File: config.mk
export PLATFORM = sky130hd
export DESIGN_NAME = fp_unit
export DESIGN_NICKNAME = d
export VERILOG_FILES = /design/src/rtl/fp_unit_pkg.sv /design/src/rtl/fp_unit_rnd.sv /design/src/rtl/fp_unit.sv
export SDC_FILE = /design/constraint.sdc
export NUM_CORES = 1
export LEC_CHECK = 0
export ABC_CLOCK_PERIOD_IN_PS = 10510
export BUFFER_PORTS_ARGS = -buffer_cell sky130_fd_sc_hd__buf_2
export CAP_MARGIN = 20
export CELL_PAD_IN_SITES_DETAIL_PLACEMENT = 1
export CELL_PAD_IN_SITES_GLOBAL_PLACEMENT = 1
export CORE_AREA = 10 10 170 290
export CTS_BUF_LIST = sky130_fd_sc_hd__clkbuf_4 sky130_fd_sc_hd__clkbuf_8
export CTS_CLUSTER_DIAMETER = 80
export DETAILED_ROUTE_END_ITERATION = 10
export DIE_AREA = 0 0 180 300
export GPL_ROUTABILITY_DRIVEN = 0
export HOLD_SLACK_MARGIN = 0.1
export PLACE_DENSITY = 0.88
export SLEW_MARGIN = 20
export SYNTH_ARGS = -nofsm -noshare
export SYNTH_HDL_FRONTEND = slang
export SYNTH_SLANG_ARGS = --single-unit
File: constraint.sdc
create_clock -name clock -period 10.51 [get_ports clock]
set_input_delay 1.051 -clock clock [delete_from_list [all_inputs] [get_ports clock]]
set_output_delay 1.051 -clock clock [all_outputs]
set_load 0.1 [all_outputs]
File: src/rtl/fp_unit_pkg.sv
// Shared types and constants for the FP execute unit.
package fp_wire;

  typedef struct packed {
    logic       fmadd;
    logic       fadd;
    logic       fsub;
    logic       fmul;
    logic       fdiv;
    logic       fsqrt;
    logic       fcmp;
    logic       fcvt_i2f;
    logic       fcvt_f2i;
    logic [1:0] fcvt_op;
  } fp_operation_type;

  localparam fp_operation_type init_fp_operation = '0;

  typedef struct packed {
    logic [31:0]      data1;
    logic [31:0]      data2;
    logic [31:0]      data3;
    logic [1:0]       fmt;
    logic [2:0]       rm;
    fp_operation_type op;
    logic             enable;
  } fp_exe_in_type;

  typedef struct packed {
    logic [31:0] result;
    logic [4:0]  flags;
    logic        ready;
  } fp_exe_out_type;

  typedef struct packed {
    fp_exe_in_type fp_exe_i;
  } fp_unit_in_type;

  typedef struct packed {
    fp_exe_out_type fp_exe_o;
  } fp_unit_out_type;

  localparam logic [2:0] RM_RNE = 3'd0;
  localparam logic [2:0] RM_RTZ = 3'd1;
  localparam logic [2:0] RM_RDN = 3'd2;
  localparam logic [2:0] RM_RUP = 3'd3;
  localparam logic [2:0] RM_RMM = 3'd4;

  localparam int FLAG_NV = 4;
  localparam int FLAG_DZ = 3;
  localparam int FLAG_OF = 2;
  localparam int FLAG_UF = 1;
  localparam int FLAG_NX = 0;

  localparam logic [31:0] QNAN = 32'h7FC00000;

  // Increment decision for a truncated magnitude; rm 5-7 fall back to RNE.
  function automatic logic rnd_up(input logic sign, input logic lsb, input logic g,
                                  input logic s, input logic [2:0] rm);
    case (rm)
      RM_RTZ:  rnd_up = 1'b0;
      RM_RDN:  rnd_up = sign & (g | s);
      RM_RUP:  rnd_up = ~sign & (g | s);
      RM_RMM:  rnd_up = g;
      default: rnd_up = g & (s | lsb);
    endcase
  endfunction

  // Leading-zero count of a 24-bit mantissa (24 when all zero).
  function automatic logic [4:0] lzc24(input logic [23:0] v);
    lzc24 = 5'd24;
    for (int i = 0; i < 24; i++)
      if (v[i]) lzc24 = 5'(23 - i);
  endfunction

endpackage

File: src/rtl/fp_unit_rnd.sv
// Combinational binary32 rounding: denormalise tiny results, round, detect OF/UF/NX.
import fp_wire::*;

module fp_rnd (
  input  logic              sign,
  input  logic signed [9:0] exp,
  input  logic [23:0]       mant,
  input  logic              guard,
  input  logic              sticky,
  input  logic [2:0]        rm,
  output logic [31:0]       result,
  output logic              of,
  output logic              uf,
  output logic              nx
);

  logic              carry_norm, tiny, g_w, s_w, up, inexact, ovf_inf;
  logic signed [9:0] sh_full, e_w, e_f;
  logic [4:0]        sh;
  logic [49:0]       full;
  logic [23:0]       m_w;
  logic [24:0]       rounded;
  logic [22:0]       frac;

  // Denormalise, round, then pack or saturate on overflow.
  always_comb begin
    // Tininess is judged after rounding with an unbounded exponent.
    carry_norm = (&mant) & rnd_up(sign, mant[0], guard, sticky, rm);
    tiny       = (exp < 10'sd0) | ((exp == 10'sd0) & ~carry_norm);
    sh_full    = 10'sd1 - exp;
    sh         = (sh_full > 10'sd25) ? 5'd25 : sh_full[4:0];
    full       = {mant, guard, 25'b0} >> sh;
    if (exp <= 10'sd0) begin
      m_w = full[49:26];
      g_w = full[25];
      s_w = sticky | (|full[24:0]);
      e_w = 10'sd0;
    end else begin
      m_w = mant;
      g_w = guard;
      s_w = sticky;
      e_w = exp;
    end
    up      = rnd_up(sign, m_w[0], g_w, s_w, rm);
    rounded = {1'b0, m_w} + {24'b0, up};
    if (e_w == 10'sd0) begin
      e_f  = $signed({9'b0, rounded[23]});
      frac = rounded[22:0];
    end else begin
      e_f  = e_w + $signed({9'b0, rounded[24]});
      frac = rounded[24] ? 23'b0 : rounded[22:0];
    end
    inexact = g_w | s_w;
    ovf_inf = (rm == RM_RTZ) ? 1'b0 :
              (rm == RM_RDN) ? sign :
              (rm == RM_RUP) ? ~sign : 1'b1;
    if (e_f >= 10'sd255) begin
      of     = 1'b1;
      uf     = 1'b0;
      nx     = 1'b1;
      result = ovf_inf ? {sign, 8'hFF, 23'b0} : {sign, 31'h7F7FFFFF};
    end else begin
      of     = 1'b0;
      uf     = tiny & inexact;
      nx     = inexact;
      result = {sign, e_f[7:0], frac};
    end
  end

endmodule

File: src/rtl/fp_unit.sv
// Iterative binary32 divide / square-root unit (radix-2 restoring, shared datapath).
import fp_wire::*;

module fp_unit (
  input  logic            clock,
  input  logic            reset,
  input  fp_unit_in_type  fp_unit_i,
  output fp_unit_out_type fp_unit_o
);

  localparam logic [1:0] ST_IDLE  = 2'd0;
  localparam logic [1:0] ST_BUSY  = 2'd1;
  localparam logic [1:0] ST_ROUND = 2'd2;
  localparam logic [1:0] ST_DONE  = 2'd3;
  // cnt 0 normalises, cnt 1..27 produce 26 bits plus guard.
  localparam logic [4:0] LAST_CNT = 5'd27;

  fp_exe_in_type in;
  assign in = fp_unit_i.fp_exe_i;

  logic [1:0]        state_q;
  logic [4:0]        cnt_q;
  logic              sqrt_q, sign_q;
  logic [2:0]        rm_q;
  logic [31:0]       a_q, b_q, result_q;
  logic [4:0]        flags_q;
  logic [29:0]       rem_q;
  logic [26:0]       q_q;
  logic [53:0]       rad_q;
  logic [23:0]       dvs_q;
  logic signed [9:0] exp_q;

  // Operand classification on the request.
  logic [31:0] d1, d2;
  logic a_zero, b_zero, a_inf, b_inf, a_nan, b_nan, a_snan, b_snan, s_x;
  assign d1     = in.data1;
  assign d2     = in.data2;
  assign a_zero = (d1[30:0] == 31'h0);
  assign b_zero = (d2[30:0] == 31'h0);
  assign a_inf  = (&d1[30:23]) & ~(|d1[22:0]);
  assign b_inf  = (&d2[30:23]) & ~(|d2[22:0]);
  assign a_nan  = (&d1[30:23]) & (|d1[22:0]);
  assign b_nan  = (&d2[30:23]) & (|d2[22:0]);
  assign a_snan = a_nan & ~d1[22];
  assign b_snan = b_nan & ~d2[22];
  assign s_x    = d1[31] ^ d2[31];

  logic        spc;
  logic [31:0] spc_res;
  logic [4:0]  spc_flg;

  // Special-operand results that bypass the iteration.
  always_comb begin
    spc     = 1'b0;
    spc_res = 32'h0;
    spc_flg = 5'h0;
    if (in.op.fdiv) begin
      if (a_nan | b_nan) begin
        spc = 1'b1; spc_res = QNAN; spc_flg[FLAG_NV] = a_snan | b_snan;
      end else if ((a_zero & b_zero) | (a_inf & b_inf)) begin
        spc = 1'b1; spc_res = QNAN; spc_flg[FLAG_NV] = 1'b1;
      end else if (b_zero) begin
        spc = 1'b1; spc_res = {s_x, 8'hFF, 23'h0}; spc_flg[FLAG_DZ] = 1'b1;
      end else if (a_inf) begin
        spc = 1'b1; spc_res = {s_x, 8'hFF, 23'h0};
      end else if (b_inf | a_zero) begin
        spc = 1'b1; spc_res = {s_x, 31'h0};
      end
    end else if (in.op.fsqrt) begin
      if (a_nan) begin
        spc = 1'b1; spc_res = QNAN; spc_flg[FLAG_NV] = a_snan;
      end else if (a_zero) begin
        spc = 1'b1; spc_res = d1;
      end else if (d1[31]) begin
        spc = 1'b1; spc_res = QNAN; spc_flg[FLAG_NV] = 1'b1;
      end else if (a_inf) begin
        spc = 1'b1; spc_res = 32'h7F800000;
      end
    end
  end

  // Normalised mantissas / unbiased-domain exponents of the latched operands.
  logic [4:0]        lz_a, lz_b;
  logic [23:0]       ma_n, mb_n;
  logic signed [9:0] ea_e, eb_e, e_unb;
  logic [25:0]       rad_n;
  assign lz_a  = lzc24({1'b0, a_q[22:0]});
  assign lz_b  = lzc24({1'b0, b_q[22:0]});
  assign ma_n  = (a_q[30:23] == 8'h0) ? ({1'b0, a_q[22:0]} << lz_a) : {1'b1, a_q[22:0]};
  assign mb_n  = (b_q[30:23] == 8'h0) ? ({1'b0, b_q[22:0]} << lz_b) : {1'b1, b_q[22:0]};
  assign ea_e  = (a_q[30:23] == 8'h0) ? 10'sd1 - $signed({5'b0, lz_a}) : $signed({2'b0, a_q[30:23]});
  assign eb_e  = (b_q[30:23] == 8'h0) ? 10'sd1 - $signed({5'b0, lz_b}) : $signed({2'b0, b_q[30:23]});
  assign e_unb = ea_e - 10'sd127;
  // Odd exponents fold one factor of two into the radicand.
  assign rad_n = e_unb[0] ? {ma_n, 2'b00} : {1'b0, ma_n, 1'b0};

  // One restoring step for each operation.
  logic        div_ge, sq_ge;
  logic [29:0] div_rem, sq_r2, sq_trial, sq_rem;
  assign div_ge   = rem_q >= {6'b0, dvs_q};
  assign div_rem  = div_ge ? rem_q - {6'b0, dvs_q} : rem_q;
  assign sq_r2    = {rem_q[27:0], rad_q[53:52]};
  assign sq_trial = {1'b0, q_q, 2'b01};
  assign sq_ge    = sq_r2 >= sq_trial;
  assign sq_rem   = sq_ge ? sq_r2 - sq_trial : sq_r2;

  // Quotient below one borrows a bit from the exponent.
  logic [23:0]       r_mant;
  logic              r_g, r_s;
  logic signed [9:0] r_exp;
  assign r_mant = q_q[26] ? q_q[26:3] : q_q[25:2];
  assign r_g    = q_q[26] ? q_q[2] : q_q[1];
  assign r_s    = (q_q[26] ? |q_q[1:0] : q_q[0]) | (|rem_q);
  assign r_exp  = q_q[26] ? exp_q : exp_q - 10'sd1;

  logic [31:0] rnd_res;
  logic        rnd_of, rnd_uf, rnd_nx;

  fp_rnd u_rnd (
    .sign   (sign_q),
    .exp    (r_exp),
    .mant   (r_mant),
    .guard  (r_g),
    .sticky (r_s),
    .rm     (rm_q),
    .result (rnd_res),
    .of     (rnd_of),
    .uf     (rnd_uf),
    .nx     (rnd_nx)
  );

  // Control FSM and iteration registers.
  always_ff @(posedge clock or negedge reset) begin
    if (!reset) begin
      state_q  <= ST_IDLE;
      cnt_q    <= 5'd0;
      sqrt_q   <= 1'b0;
      sign_q   <= 1'b0;
      rm_q     <= 3'd0;
      a_q      <= 32'h0;
      b_q      <= 32'h0;
      result_q <= 32'h0;
      flags_q  <= 5'h0;
      rem_q    <= 30'h0;
      q_q      <= 27'h0;
      rad_q    <= 54'h0;
      dvs_q    <= 24'h0;
      exp_q    <= 10'sd0;
    end else begin
      case (state_q)
        ST_IDLE: if (in.enable) begin
          if (!(in.op.fdiv | in.op.fsqrt)) begin
            result_q <= 32'h0;
            flags_q  <= 5'h0;
            state_q  <= ST_DONE;
          end else if (spc) begin
            result_q <= spc_res;
            flags_q  <= spc_flg;
            state_q  <= ST_DONE;
          end else begin
            a_q     <= d1;
            b_q     <= d2;
            rm_q    <= in.rm;
            sqrt_q  <= ~in.op.fdiv;
            sign_q  <= in.op.fdiv & s_x;
            cnt_q   <= 5'd0;
            state_q <= ST_BUSY;
          end
        end
        ST_BUSY: begin
          cnt_q <= cnt_q + 5'd1;
          if (cnt_q == 5'd0) begin
            q_q <= 27'h0;
            if (sqrt_q) begin
              rem_q <= 30'h0;
              rad_q <= {rad_n, 28'b0};
              exp_q <= $signed({e_unb[9], e_unb[9:1]}) + 10'sd127;
            end else begin
              rem_q <= {6'b0, ma_n};
              dvs_q <= mb_n;
              exp_q <= ea_e - eb_e + 10'sd127;
            end
          end else if (sqrt_q) begin
            rem_q <= sq_rem;
            q_q   <= {q_q[25:0], sq_ge};
            rad_q <= {rad_q[51:0], 2'b00};
          end else begin
            rem_q <= {div_rem[28:0], 1'b0};
            q_q   <= {q_q[25:0], div_ge};
          end
          if (cnt_q == LAST_CNT) state_q <= ST_ROUND;
        end
        ST_ROUND: begin
          result_q <= rnd_res;
          flags_q  <= {2'b00, rnd_of, rnd_uf, rnd_nx};
          state_q  <= ST_DONE;
        end
        default: state_q <= ST_IDLE;
      endcase
    end
  end

  assign fp_unit_o.fp_exe_o = '{result: result_q, flags: flags_q, ready: (state_q == ST_DONE)};

  logic unused_bits;
  assign unused_bits = ^{in.data3, in.fmt, in.op, a_q[31], b_q[31]};

endmodule

### Word-level counts from Yosys, hierarchy flattened

Index checks and enable logic that the tools add are counted.

* logic and storage cells: 248
* register bits after elaboration: 256
* output and inout port bits: 38

* reduce and logical (&&, ||, !) cells: 25
* $add $sub $neg: 13
* shift operators: 3
* eq/ne operators: 13
* mux-type cells: 134
* magnitude comparators: 6
* bitwise gates (word level): 40

Operator list (number)
* $mux W32: 12
* $mux W5: 49
* $mux W54: 3
* $mux W24: 6
* $mux W31: 3
* $mux W30: 3
* $pmux W32 S2: 1
* $logic_not A31 Y1: 2
* $mux W10: 6
* $shr A50 B5 Y50: 1
* $shl A23 B5 Y24: 2
* $mux W23: 2
* $reduce_or A23 Y1: 2
* $mux W1: 33
* $ge A30 B24 Y1: 1
* $ge A30 B29 Y1: 1
* $reduce_or A30 Y1: 1
* $sub A30 B29 Y30: 1
* $mux W29: 1
* $sub A29 B24 Y29: 1
* $mux W27: 1
* $mux W26: 1
* $add A24 B1 Y25: 1
* $reduce_or A25 Y1: 1
* other kinds (41): 99

### Depth between registers and ports, before layout

Gate-level depths: netlist (run 1).

* word-level depth: 29
* mapped depth: 48

### By module

Synthesis (run 1) repeated with hierarchy kept, for this count alone.

* cell total of the unflattened synthesis: 2920
* area total of the unflattened synthesis: 21871.0 um^2

By module, submodules not included
* fp_unit: instances 1, sequential area each 5680.4 um^2, area each 18138.6 um^2, cells an instance 2346
* fp_rnd: instances 1, sequential area each 0.0 um^2, area each 3732.3 um^2, cells an instance 574

### Worst setup path after synthesis (run 1)

No wires, ideal clock.

* path type: reg-to-reg
* from: reg exp_q[1]
* to: reg result_q[18]
* arrival time: 8.884 ns
* stages on the path, launching flop included: 48
* data required time: 10.415 ns
* setup time: 0.095 ns
* path buffers: 7
* path slack: 1.530 ns
* path through: dfrtp_1 -> inv_1 -> ha_1 -> nand2b_1 -> and2_1 -> clkbuf_1 -> inv_1 -> clkbuf_1 -> ha_1 -> clkbuf_1 -> nand2b_1 -> mux2_2 -> a2111oi_0 -> o31ai_2 -> and2_4 -> o31ai_4 -> nand2_2 -> buf_2 -> [... 12 more ...] -> or2_1 -> buf_2 -> nor2_1 -> nand4_1 -> a211oi_1 -> ha_1 -> ha_1 -> and2_1 -> nand2_1 -> xnor2_1 -> nor4_1 -> a32oi_1 -> a31oi_1 -> o221ai_1 -> nor2_1 -> clkbuf_1 -> a21oi_1 -> o31ai_1

* cells in the longest elaborated chain, start to end: 18
* elaborated cells on any way between the ends: 28
* those cells by class: add/sub: 4; order compare: 3; shift: 1; mux: 12; bitwise: 6; reduce/logical: 2

Ends and longest elaborated chain
* start, declared: line fp_unit.sv:31 `logic signed [9:0] exp_q;`
* start signal, assigned: line fp_unit.sv:177 `exp_q <= $signed({e_unb[9], e_unb[9:1]}) + 10'sd127;`
* start signal, assigned: line fp_unit.sv:181 `exp_q <= ea_e - eb_e + 10'sd127;`
* $sub A10 B2 Y10: line fp_unit.sv:114 `assign r_exp = q_q[26] ? exp_q : exp_q - 10'sd1;`
* $mux W10 *: line fp_unit.sv:114
* $sub A2 B10 Y10: line fp_unit_rnd.sv:30 `sh_full = 10'sd1 - exp;`
* $gt A10 B6 Y1: line fp_unit_rnd.sv:31 `sh = (sh_full > 10'sd25) ? 5'd25 : sh_full[4:0];`
* $mux W5: line fp_unit_rnd.sv:31
* $shr A50 B5 Y50: line fp_unit_rnd.sv:32 `full = {mant, guard, 25'b0} >> sh;`
* $reduce_or A25 Y1: line fp_unit_rnd.sv:36 `s_w = sticky | (|full[24:0]);`
* $or A1 B1 Y1: line fp_unit_rnd.sv:36
* [... 2 more ...]
* $and A1 B1 Y1 (on tied branches): line fp_unit_pkg.sv:65, fp_unit_pkg.sv:62, fp_unit_pkg.sv:63
* $pmux W1 S4: line fp_unit_pkg.sv:60 `case (rm)`
* $add A24 B1 Y25: line fp_unit_rnd.sv:45 `rounded = {1'b0, m_w} + {24'b0, up};`
* $add A10 B2 Y10: line fp_unit_rnd.sv:50 `e_f = e_w + $signed({9'b0, rounded[24]});`
* $mux W10: line fp_unit_rnd.sv:46 `if (e_w == 10'sd0) begin`
* $ge A10 B9 Y1: line fp_unit_rnd.sv:57 `if (e_f >= 10'sd255) begin`
* $mux W31 *: line fp_unit_rnd.sv:57
* $pmux W32 S2 *: line fp_unit.sv:150 `case (state_q)`
* end signal, assigned: line fp_unit.sv:157 `result_q <= spc_res;`
* end signal, assigned: line fp_unit.sv:194 `result_q <= rnd_res;`
* end, declared: line fp_unit.sv:25 `logic [31:0] a_q, b_q, result_q;`

Mark *: on every way between the ends. The rest lies on a longest branch, timed or not.
A chain may end at the register's enable or synchronous reset.

### Final worst setup path (run 1)

* from: reg exp_q[0]
* to: reg result_q[21]

Same word-level chain as after synthesis.

==> results.md, run 1 <==
* Clock Path Buffers at 3
* Max-slew headroom at 16.8%
* Crit-path slowest cell: a31oi_2
* Initial antenna violation count at 4
* Remaining Overflow, GRT at 0
* Worst Setup Slack, final at 0.594 ns
* Crit path max fanout at 11
* I/O pins at 153
* Synth Area in Simple Gates at 21.7%
* FF/Latch Area at 5680 um^2
* Number of flops mapped to enable cells by yosys at 0
* Final wirelength at 86.0 mm
* Nets at 2911
* Slew Viols, Final at 0
* Die height at 300 um
* Die ar. at 54000 um^2
* Via count at 22500
* Outcome: complete, no violations
* TritonCTS clock tree: yes
* Largest net degree at the start of global routing at 124
* Min Clock Period, post-route at 9.92 ns
* Clock latency at the later pin of the worst-skew pair at 0.62 ns
* Reg clk slew, reported paths at 0.06 ns
* Register bit total from synthesis at 227
* Syn nets at 2878
* Final hold slack at 0.476 ns
* Worst-margin pin slew at 1.24 ns
* CTS Sinks at 227
* Async set or reset register ratio after synthesis at 100%
* Fmax at 101 MHz
* Commonest cells after routing, fill and taps aside: 255 x nand2_1, 242 x nor2_1, 225 x dfrtp_1
* Clock root buffer: clkbuf_8
* Post-synthesis mux area share at 9.20%
* Ys Warns at 0
* Most frequent CP cell: ha_1
* CP startpoint kind: register
* Number of max-cap violations at 0
* Worst r2r path cells at 38
* Multi-input gate area at 14300 um^2
* Initial Util at 47.4%
* Cell variety after synth at 103
* Core area at 44300 um^2
* Fill cell count at 5484
* Mapped Cells at 2673
* Final setup fails at 0
* Arrival @ worst endpoint at 10.43 ns
* RSZ-0062 raised after global routing: no
* HPWL Detailed at 64.2 mm
* Final core occ at 51.4%
* Critical path required time at 11.02 ns
* Total CTS buffers at 39
* Sequential fraction of the synthesis area at 27.1%
* Clock skew at 0.0507 ns
* Worst setup EP type: register
* Layout cells sized above 1 at 13.4%
* Max H-tree Level at 2
* Commonest non-fill, non-tap cell in the layout: nand2_1
* GRT Util Overall at 30.6%
* Post-synth top flop: dfrtp_1
* Drt pass-1 iters at 5
* Vias per std cell at 6.84
* PortBufs at 109
* Total DRC errors in the routed layout at 0
* Cell area after synthesis at 21000 um^2
* Area growth from synthesis to layout at 8.57%
* Critical Path Max Stage Delay at 0.81 ns
* Largest family of logic cells by synthesized area: compound AO/OA/AOI/OAI gates
* Adder-cell area share of the yosys netlist at 5.44%
* Initial DRC count at 1726
* Synth Area in Compound Gates at 27.3%
* DR WL/cell at 26.1 um
* First-pass GRT wire length at 134 mm
* Synth Area in XOR/XNOR at 3.83%
* Fin crit share at 94.4%
* Rows at 102
* Fin. Hold Viols at 0
* Hold Crit Class: primary input to asynchronous set/reset pin
* Vias in the first global route at 24000
* Setup TNS at 0 ns
* Syn Area/Cell at 7.85 um^2
* Detail Route Antenna Nets at 0
* Die width at 180 um
* Critical path type: register to register
* Pre-CTS setup slack at 0.303 ns
-- layer usage --
metal | share of wire [%] | routed length (um) | vias to the layer above | track usage [%]
li1 | - | - | 10000 | -
met1 | 34 | 29200 | 11000 | 29.6
met2 | 50 | 42800 | 1054 | 54.4
met3 | 6.0 | 5180 | 476 | 5.82
met4 | 10 | 8850 | 4 | 27.3
met5 | 0.028 | 24 | - | 0
-- area by class of cell --
cell class | count | share of cell area [%]
diodes | 2 | 0.0220
clock buffers | 52 | 2.89
clock inverters | 6 | 0.209
inverters | 124 | 2.04
multi-input cells | 2161 | 62.8
flip-flops and latches | 227 | 24.9
well taps | 572 | 3.14
repair buffers | 153 | 3.94
-- worst max-delay path: cells and delay by family, from the launching register on --
kind,cells,cell delay (ns)
DFF,1,0.50
AOI/OAI and AO/OA,14,4.07
buffers and inverters,3,0.40
xor gates and xnor gates,2,0.42
adders and majority gates,6,1.86
and+or+nand+nor,13,2.58
-- synthesized netlist by cell type, types with 8 or more instances --
cell type	number	share of area, %
nand2_1	255	4.6
nor2_1	245	4.4
dfrtp_1	227	27
o21ai_0	219	5.2
a21oi_1	192	4.6
clkbuf_1	131	2.3
inv_1	121	2.2
mux2i_1	97	4.6
nand3_1	93	2.2
ha_1	88	5.2
nor3_1	73	1.7
mux2_2	68	3.6
xnor2_1	56	2.3
nor4_1	51	1.5
o211ai_1	46	1.6
a211oi_1	40	1.4
a21o_1	38	1.4
a31oi_1	38	1.1
nand4_1	34	1.0
xor2_1	34	1.4
and3_1	33	0.98
nand2b_1	28	0.83
o22ai_1	27	0.80
a22oi_1	25	0.89
o221ai_1	23	0.96
a221oi_1	22	0.92
nor2b_1	21	0.63
or3_1	21	0.63
o21a_1	20	0.72
a21boi_0	18	0.64
and2_1	17	0.51
o31ai_1	15	0.54
o311ai_0	14	0.58
buf_1	12	0.21
buf_2	12	0.29
o21ai_1	12	0.29
o21bai_1	12	0.43
a32oi_1	11	0.46
or2_2	11	0.33
a211o_1	9	0.38
a221o_1	9	0.43
mux4_2	8	0.86
-- cell families after synthesis --
| family | after synthesis |
|---|---|
| DFF | 227 |
| xor gates and xnor gates | 91 |
| AOI/OAI and AO/OA | 871 |
| buffers and inverters | 286 |
| adders and majority gates | 90 |
| and+or+nand+nor | 934 |
| muxes | 174 |
-- final timing paths --
check                           startpoint           end  slack (ns)
worst max-delay path              exp_q[0]  result_q[21]        0.59
worst min-delay path                 reset   result_q[7]        0.48
worst max register to register    exp_q[0]  result_q[21]        0.59
worst min register to register   rad_q[41]     rad_q[41]        0.48
max in group asynchronous            reset       b_q[16]        8.49
min in group clock               rad_q[41]     rad_q[41]        0.48
-- registers in the layout (all words and copies together) (netlist names) --
name,count
cnt_q,5
a_q,31
exp_q,10
dvs_q,24
rem_q,30
flags_q,5
result_q,32
b_q,31
q_q,27
rad_q,25
state_q,2
sqrt_q,1
sign_q,1
rm_q,3
-- repair_timing --
item / CTS / global route
endpoints found under the setup margin: 0 / 24
resized for setup: 0 / 9
hold buffers: 0 / 0
endpoints found under the hold margin: 0 / 0
buffers inserted: 0 / 0
-- metrics by stage --
step                      area (um^2)  instances
after floorplan                 21000       2673
after global placement          22000       3235
after detailed placement        22000       3235
after CTS                       22700       3293
after global routing            22800       3296
final                           22800       3297
Power of run 1 is left out: the tool's default activity adds up to more than one toggle a clock period on the data nets, which glitch-free logic cannot reach.
==> run 2: changes to the inputs <==
ABC_AREA = 0   (was unset)
CORE_AREA = 10 10 221 223   (was 10 10 170 290)
DIE_AREA = 0 0 231 233   (was 0 0 180 300)
==> run 2 against run 1 <==
Against the previous run:
- critical path type unchanged
- via count rose by 0.12%
- die area fell by 0.33%
- cell area rose by 0.88%
- count of clock-buffer cells in the layout rose by 7
- first-iteration DRC count rose by 21%
- worst hold slack got worse by 0.057 ns
- routed wire length fell by 6.8%
- worst setup slack improved by 0.023 ns
- utilization rose by 0.64 points
- fmax rose by 0.23%
- critical endpoint unchanged
==> results.md, run 2 (synthesis gave the netlist of run 1 again) <==
* Critical Path Max Stage Delay at 0.54 ns (-0.27 ns)
* Drt pass-1 iters at 6 (+1)
* Largest registers: result_q: 32 flops, a_q: 31 flops, b_q: 31 flops
* DR top layer: met4
* Setup TNS at 0 ns (unchanged)
* HPWL Detailed at 58.9 mm (-8.2%)
* Crit-path slowest cell: ha_1
* I/O pins at 153 (unchanged)
* Fin. Hold Viols at 0 (unchanged)
* Worst Setup Slack, final at 0.616 ns (+0.0227 ns)
* Core area at 44100 um^2 (-0.36%)
* Remaining Overflow, GRT at 0 (unchanged)
* DR WL/cell at 24.1 um (-7.6%)
* Slew Viols, Final at 0 (unchanged)
* CTS hold repair buffers at 0 (unchanged)
* Initial DRC count at 2086 (+21%)
* Detail Route Antenna Nets at 0 (unchanged)
* Met2 wire len at 38.4 mm (-10%)
* PortBufs at 109 (unchanged)
* Largest net degree at the start of global routing at 150 (+21%)
* TritonCTS clock tree: yes
* Wl on met1 at 32.0 mm (+9.5%)
* Rows at 77 (-25%)
* Clock latency at the later pin of the worst-skew pair at 0.62 ns (about the same)
* Outcome: complete, no violations
* Fin crit share at 94.1% (-0.22 points)
* Crit path max fanout at 18 (+7)
* Final wirelength at 80.2 mm (-6.8%)
* First-pass GRT wire length at 128 mm (-5.0%)
* Initial antenna violation count at 1 (-3)
* Total DRC errors in the routed layout at 0 (unchanged)
* Largest register FFs at 32 (unchanged)
* Clock skew at 0.0343 ns (-0.0165 ns)
* Reg clk slew, reported paths at 0.06 ns (about the same)
* Number of max-cap violations at 0 (unchanged)
* Die width at 231 um (+28%)
* Commonest cells after routing, fill and taps aside: 254 x nand2_1, 242 x nor2_1, 224 x dfrtp_1
* Final setup fails at 0 (unchanged)
* Die ar. at 53800 um^2 (-0.33%)
* Critical path required time at 11.03 ns (about the same)
* Nets at 2914 (+0.10%)
* Most frequent CP cell: ha_1
* Setup crit start: exp_q[0]
* Initial Util at 47.6% (+0.17 points)
* Die height at 233 um (-22%)
* Worst r2r path cells at 42 (+11%)
* Biggest register: result_q
* Met3 WL post-DR at 5.46 mm (+5.4%)
* Hold Crit Class: primary input to asynchronous set/reset pin
* Fmax at 101 MHz (+0.23%)
* Worst-margin pin slew at 1.12 ns (-0.115 ns)
* Vias in the first global route at 23300 (-3.0%)
* Vias per std cell at 6.78 (-0.84%)
* Max H-tree Level at 2 (unchanged)
* Area growth from synthesis to layout at 9.53%
* Layout cells sized above 1 at 13.9% (+0.41 points)
* Pre-CTS setup slack at 0.638 ns (+0.335 ns)
* Arrival @ worst endpoint at 10.41 ns (-0.02 ns)
* Commonest non-fill, non-tap cell in the layout: nand2_1
* RR Startpoint: exp_q[0]
* Non-filler cells, final at 3329 (+0.97%)
* CTS Sinks at 227 (unchanged)
* Via count at 22600 (+0.12%)
* Total CTS buffers at 42 (+7.7%)
* Worst setup EP type: register
* Inst Count DP at 3252 (+0.53%)
* Clock root buffer: clkbuf_8
* CP startpoint kind: register
* Critical path type: register to register
* Max-slew headroom at 23.1% (+6.3 points)
* Min Clock Period, post-route at 9.89 ns (-0.0227 ns)
* GRT Util Overall at 29.0% (-1.6 points)
* Clock Path Buffers at 3 (unchanged)
[run 2: final timing paths]
check / end / slack [ns]
min in group clock: rad_q[48] / 0.49
hold / removal: result_q[9] / 0.42
setup / recovery: result_q[21] / 0.62
setup reg to reg: result_q[21] / 0.62
hold reg to reg: rad_q[48] / 0.49
max in group asynchronous: rad_q[46] / 8.82
[run 2: worst max-delay path, delay by kind of cell (launching register included)]
kind	cells	cell delay (ns)
AOI/OAI and AO/OA	15	3.36
xor gates and xnor gates	1	0.10
adders and majority gates	6	1.67
buffers and inverters	7	1.38
DFF	1	0.49
and+or+nand+nor	13	2.80
[run 2: per-layer routing]
metal | global-route usage [%] | vias up
met4 | 15.0 | 0
met5 | 0 | -
met2 | 49.4 | 1049
met1 | 34.8 | 11200
li1 | - | 10000
met3 | 4.64 | 315
[run 2: stage by stage]
| step | hold WS (ns) | utilization (%) | cell area, um^2 |
|---|---|---|---|
| finish | 0.419 | 52.1 | 23000 |
| global route | 0.453 | 52.1 | 23000 |
| global placement | 0.455 | 49.9 | 22000 |
| floorplan | 0.441 | - | 21000 |
| detailed placement | 0.459 | 49.9 | 22000 |
| CTS | 0.427 | 51.9 | 22900 |
[run 2: area by class of cell]
type,count,area (um^2)
clock inverters,12,141
inverters,124,465
diodes,1,2.50
flip-flops and latches,227,5680
clock buffers,59,749
multi-input cells,2160,14300
repair buffers,154,910
well taps,592,741
fillers,5482,21100
[run 2: what timing repair did]
action | 4_1_cts | 5_1_grt
endpoints found under the setup margin | 0 | 24
setup buffers | 0 | 5
hold endpoints to repair | 0 | 0
resized for setup | 0 | 15
Power of run 2 is left out for the same reason.
